==> config.mk <==
export PLATFORM = sky130hd
export DESIGN_NAME = evp_instr_sched
export DESIGN_NICKNAME = d
export VERILOG_FILES = /design/src/rtl/evp_pkg.sv /design/src/rtl/evp_instr_sched.sv
export SDC_FILE = /design/constraint.sdc
export NUM_CORES = 1
export LEC_CHECK = 0
export ABC_AREA = 0
export ABC_CLOCK_PERIOD_IN_PS = 3900
export BUFFER_PORTS_ARGS = -buffer_cell sky130_fd_sc_hd__buf_2
export CORE_MARGIN = 2
export CORE_UTILIZATION = 45
export DETAILED_ROUTE_END_ITERATION = 10
export GPL_ROUTABILITY_DRIVEN = 0
export PLACE_DENSITY = 0.78
export SLEW_MARGIN = 30
export SYNTH_ARGS = -nofsm -noshare
export SYNTH_HDL_FRONTEND = slang
export SYNTH_SLANG_ARGS = --single-unit
export TNS_END_PERCENT = 30
==> constraint.sdc <==
create_clock -name clk -period 3.9 [get_ports clk]
set_input_delay 0.39 -clock clk [delete_from_list [all_inputs] [get_ports clk]]
set_output_delay 0.39 -clock clk [all_outputs]
set_load 0.05 [all_outputs]
==> src/rtl/evp_pkg.sv <==
// evp_pkg: shared opcodes, scheduler states and constants for the polynomial evaluation accelerator
package evp_pkg;
    localparam logic [2:0] OP_RST = 3'd0;
    localparam logic [2:0] OP_STN = 3'd1;
    localparam logic [2:0] OP_STC = 3'd2;
    localparam logic [2:0] OP_EVP = 3'd3;
    localparam int MAX_DEG = 10;
    localparam int S_STRIDE = MAX_DEG + 1;
    localparam logic [15:0] ERR_TAG = 16'hFFFF;
    typedef enum logic [3:0] {
        IDLE, FETCH, DECODE, RST_CLR, STN_WR, STC_RD, STC_WR, EVP_RUN, OUT_RES, OUT_STAT, OUT_ERR
    } state_t;
    function automatic int log2(input int v);
        int r;
        for (r = 0; (1 << r) < v; r++) begin
        end
        return r;
    endfunction
endpackage

==> src/rtl/evp_instr_sched.sv <==
// evp_instr_sched: pops instructions, writes N/S tables, runs the EVP start/done handshake, pushes results
// ports: instr_* instruction FIFO; data_wr_ptr/en_rd_data_c/data_in/rd_addr_data data buffer;
//        wr_*_N / wr_*_S table write ports; rst_instr/start_evp/A/done_evp/result/status/
//        rd_addr_data_updated EVP unit; out_full/out_wr_en/out_data output FIFO
module evp_instr_sched
    import evp_pkg::*;
#(
    parameter int buffer_size = 1024,
    parameter int max_deg = MAX_DEG,
    localparam int AW = log2(buffer_size)
) (
    input  logic          clk,
    input  logic          rst,
    input  logic          instr_empty,
    output logic          instr_rd_en,
    input  logic [15:0]   instr_in,
    input  logic [AW-1:0] data_wr_ptr,
    output logic          en_rd_data_c,
    input  logic [15:0]   data_in,
    output logic [AW-1:0] rd_addr_data,
    output logic          wr_en_N,
    output logic [2:0]    wr_addr_N,
    output logic [4:0]    wr_data_N,
    output logic          wr_en_S,
    output logic [6:0]    wr_addr_S,
    output logic [15:0]   wr_data_S,
    output logic          rst_instr,
    output logic          start_evp,
    output logic [2:0]    A,
    input  logic          done_evp,
    input  logic [31:0]   result,
    input  logic [31:0]   status,
    input  logic [AW-1:0] rd_addr_data_updated,
    input  logic          out_full,
    output logic          out_wr_en,
    output logic [31:0]   out_data
);
    localparam logic [4:0] MD = 5'(max_deg);
    // A*11 + k built from shifts so no multiplier is inferred
    function automatic logic [6:0] s_addr(input logic [2:0] a, input logic [3:0] k);
        return {1'b0, a, 3'b000} + {3'b000, a, 1'b0} + {4'b0000, a} + {3'b000, k};
    endfunction
    state_t state;
    logic [31:0] stat_r;
    logic [2:0] op, a;
    logic n_bad, k_bad, avail, unused_bits;
    assign op = instr_in[15:13];
    assign a = instr_in[12:10];
    assign n_bad = instr_in[9:5] > MD;
    assign k_bad = {1'b0, instr_in[9:6]} > MD;
    assign avail = rd_addr_data != data_wr_ptr;
    assign unused_bits = ^instr_in[4:0];
    // push strobe is gated live by out_full so a FIFO that fills mid-word is never overrun
    assign out_wr_en = (state == OUT_RES || state == OUT_STAT || state == OUT_ERR) && !out_full;
    always_ff @(posedge clk or posedge rst) begin
        if (rst) begin
            state <= IDLE;
            instr_rd_en <= 1'b0;
            en_rd_data_c <= 1'b0;
            rd_addr_data <= '0;
            wr_en_N <= 1'b0;
            wr_addr_N <= '0;
            wr_data_N <= '0;
            wr_en_S <= 1'b0;
            wr_addr_S <= '0;
            wr_data_S <= '0;
            rst_instr <= 1'b0;
            start_evp <= 1'b0;
            A <= '0;
            out_data <= '0;
            stat_r <= '0;
        end else begin
            case (state)
                IDLE: begin
                    wr_en_S <= 1'b0;
                    if (!instr_empty) begin
                        instr_rd_en <= 1'b1;
                        state <= FETCH;
                    end
                end
                FETCH: begin
                    instr_rd_en <= 1'b0;
                    state <= DECODE;
                end
                // instr_in stays stable here because nothing pops until the next FETCH
                DECODE: begin
                    if (op == OP_RST) begin
                        rst_instr <= 1'b1;
                        wr_en_N <= 1'b1;
                        wr_addr_N <= '0;
                        wr_data_N <= '0;
                        state <= RST_CLR;
                    end else if (op == OP_STN && !n_bad) begin
                        wr_en_N <= 1'b1;
                        wr_addr_N <= a;
                        wr_data_N <= instr_in[9:5];
                        state <= STN_WR;
                    end else if (op == OP_STC && !k_bad) begin
                        if (avail) begin
                            en_rd_data_c <= 1'b1;
                            wr_addr_S <= s_addr(a, instr_in[9:6]);
                            state <= STC_RD;
                        end
                    end else if (op == OP_EVP) begin
                        if (avail) begin
                            start_evp <= 1'b1;
                            A <= a;
                            state <= EVP_RUN;
                        end
                    end else begin
                        out_data <= {ERR_TAG, 13'd0, op};
                        state <= OUT_ERR;
                    end
                end
                RST_CLR: begin
                    rst_instr <= 1'b0;
                    if (wr_addr_N == 3'd7) begin
                        wr_en_N <= 1'b0;
                        state <= IDLE;
                    end else begin
                        wr_addr_N <= wr_addr_N + 3'd1;
                    end
                end
                STN_WR: begin
                    wr_en_N <= 1'b0;
                    state <= IDLE;
                end
                STC_RD: begin
                    en_rd_data_c <= 1'b0;
                    rd_addr_data <= rd_addr_data + AW'(1);
                    state <= STC_WR;
                end
                STC_WR: begin
                    wr_en_S <= 1'b1;
                    wr_data_S <= data_in;
                    state <= IDLE;
                end
                EVP_RUN: begin
                    if (done_evp) begin
                        start_evp <= 1'b0;
                        out_data <= result;
                        stat_r <= status;
                        rd_addr_data <= rd_addr_data_updated;
                        state <= OUT_RES;
                    end
                end
                OUT_RES: begin
                    if (!out_full) begin
                        out_data <= stat_r;
                        state <= OUT_STAT;
                    end
                end
                OUT_STAT, OUT_ERR: state <= out_full ? state : IDLE;
                default: state <= IDLE;
            endcase
        end
    end
endmodule

==> reports/metrics.yaml <==
numClockSinks: 118
worstMarginPinSlew_ns: 0.832
setup_tns_ns: 0
finalMaxSlewViolations: 0
cts_resized: 0
netlist_area_um2: 5910
cp.required_ns: 4.20
hp-class: "primary input to asynchronous set/reset pin"
synth_ff_type: "dfrtp_1"
grt_usage_pct: 21.3
ant_nets: 0
nNetsFinal: 814
cts_setup_buffers: 0
ctsHoldBuffers: 0
synth.most_common_cell: "dfrtp_1"
maxCapViolCount: 0
wl_per_cell_um: 16.8
fin_skew_ns: 0.00658
hold_viol: 0
critPathLaunch: "state[2]"
vias_per_cell: 5.31
drive_gt1_share_pct: 48.8
cts_buffer_depth: 2
die_h_um: 119
period_minus_slack_ns: 2.85
powerDensity_nw_per_um2: 737
drt_iter0_markers: 295
portBuffers: 198
antenna_cells: 0
yosys_warnings: 0
ios: 204
core_um2: 12700
timing.rr.start: "state[2]"
tritoncts: "done"
rows: 41
cts.htree.levels: 4
place_inst: 834
antenna_found_initial: 0
worstSkewPairLatency_ns: 0.42
cp-end-kind: "flop"
syn_to_final_growth_pct: 28.9
crit_slowest_cell: "dfrtp_1"
fp.dieW_um: 119
critical-path-max-stage-delay_ns: 0.66
initial_core_util_pct: 46.5
ys_async_sr_fraction_pct: 100
finalSetupViolCount: 0
timing.final.crit_share_pct: 73.2
dr.pass1.iters: 4
routed_wl_um: 14600
clock.fmax_mhz: 350
arrival_ns: 3.15
ys_seq_area_share_pct: 49.9
numCtsBuffers: 17
syn-num-nets: 624
synth_common_cells: "118 x dfrtp_1, 62 x mux2_2, 35 x nand2_1"
drc: 0
slew-limit-headroom_pct: 44.4
ys_seq_elements: 118
p_leak_uw: 0.00388
clk_pin_slew_ns: 0.06
critPathMaxFanout: 21
avgSynthCellArea_um2: 12.0
synthCells: 491
grt_max_degree: 68
start_kind: "flop"
vias: 4598
grt_pass1_wl_um: 24000
status: "complete, no violations"
path_class: "flop to flop"
grt.overflow.total: 0
layoutNonFillerInstCount: 866
dp_hpwl_um: 10600
grt_pass1_vias: 4789
rsz0062_at_grt: "false"
worstPathCellList: "nor2b_1 -> nand3_1 -> o21ai_0 -> a221o_2 -> buf_12 -> mux2_4"
synth_top_area_share_pct: 49.9
synth_area_leader_cell: "dfrtp_1"
ir_drop_v: 0.000361
die_area_um2: 14100
yosys.cell_types.count: 54
utilization_pct: 59.9
synth_edf_count: 0
root_buffer: "clkbuf_16"
synth.area.top_cells: "dfrtp_1 50%, mux2_2 12%, mux2_4 7.4%"
-- report_power, final --
part / leakage [uW] / switching, uW / internal, uW
sequential: 0.00151 / 257 / 1550
clock: 0.000285 / 608 / 976
combinational: 0.00208 / 1460 / 770
-- path summary, 6_finish.rpt --
check	to	slack (ns)	cells past startpoint
max	out_data[6]	1.05	6
min	wr_data_S[1]	0.06	2
max reg2reg	out_data[6]	1.05	6
min reg2reg	wr_data_N[4]	0.49	1
max in group asynchronous	wr_data_N[4]	3.04	3
min in group clk	stat_r[14]	0.20	2
-- state kept, by name, indices dropped and copies added (netlist names) --
register      cells
A                 3
en_rd_data_c      1
instr_rd_en       1
out_data         32
rd_addr_data     10
rst_instr         1
start_evp         1
stat_r           32
state             4
wr_addr_N         3
wr_addr_S         7
wr_data_N         5
wr_data_S        16
wr_en_N           1
wr_en_S           1
-- area by class of cell --
cell class | count | area (um2)
clock buffers | 18 | 439
fillers | 1081 | 5100
multi-input cells | 325 | 2730
well taps | 172 | 215
repair buffers | 203 | 1050
flip-flops and latches | 118 | 2950
clock inverters | 14 | 165
inverters | 16 | 62.6
-- cells in the final DEF, fill, tap and decap left out, types with 10 or more instances in the layout --
cell type    n
buf_2      198
a22o_1      19
mux2_4      29
nand3_1     10
xnor2_1     11
a21oi_1     26
inv_1       15
dfrtp_1    118
o21ai_0     14
mux2_2      62
a22oi_1     20
clkbuf_16   17
nor2_1      19
nand2_1     34
-- cell families (layout without fill, tap and decap cells) --
| group | after synthesis | in the layout | share of synthesized area, % |
|---|---|---|---|
| AOI/OAI and AO/OA | 105 | 105 | 12.4 |
| xor gates and xnor gates | 13 | 13 | 1.93 |
| adders and majority gates | 12 | 12 | 3.05 |
| buffers and inverters | 48 | 251 | 3.89 |
| DFF | 118 | 118 | 49.9 |
| muxes | 95 | 95 | 19.9 |
| and+or+nand+nor | 100 | 100 | 8.95 |
-- critical path, delay by kind of cell (launching register included) --
family | cells | cell delay, ns
AO/OA/AOI/OAI | 2 | 0.82
flip-flops | 1 | 0.66
AND/OR/NAND/NOR | 2 | 0.64
multiplexers | 1 | 0.31
buffers and inverters | 1 | 0.27
-- metrics by stage --
stage | setup WS, ns | area, um2 | hold WS [ns] | total power, uW
2_1_floorplan | 0.381 | 5910 | 0.480 | 3530
3_3_place_gp | 1.18 | 7020 | 0.465 | 3970
3_5_place_dp | 1.07 | 7020 | 0.470 | 4050
4_1_cts | 1.04 | 7620 | 0.0841 | 5660
5_1_grt | 0.882 | 7620 | 0.106 | 5880
6_report | 1.05 | 7620 | 0.0617 | 5620
-- metal layers --
metal | routed length [um] | track usage [%] | vias up
met5 | 0 | 0 | -
met4 | 305 | 8.56 | 0
met3 | 880 | 5.69 | 25
met2 | 7010 | 33.8 | 170
met1 | 6370 | 27.7 | 2247
li1 | - | - | 2156
(Power assumes the default switching activity.)
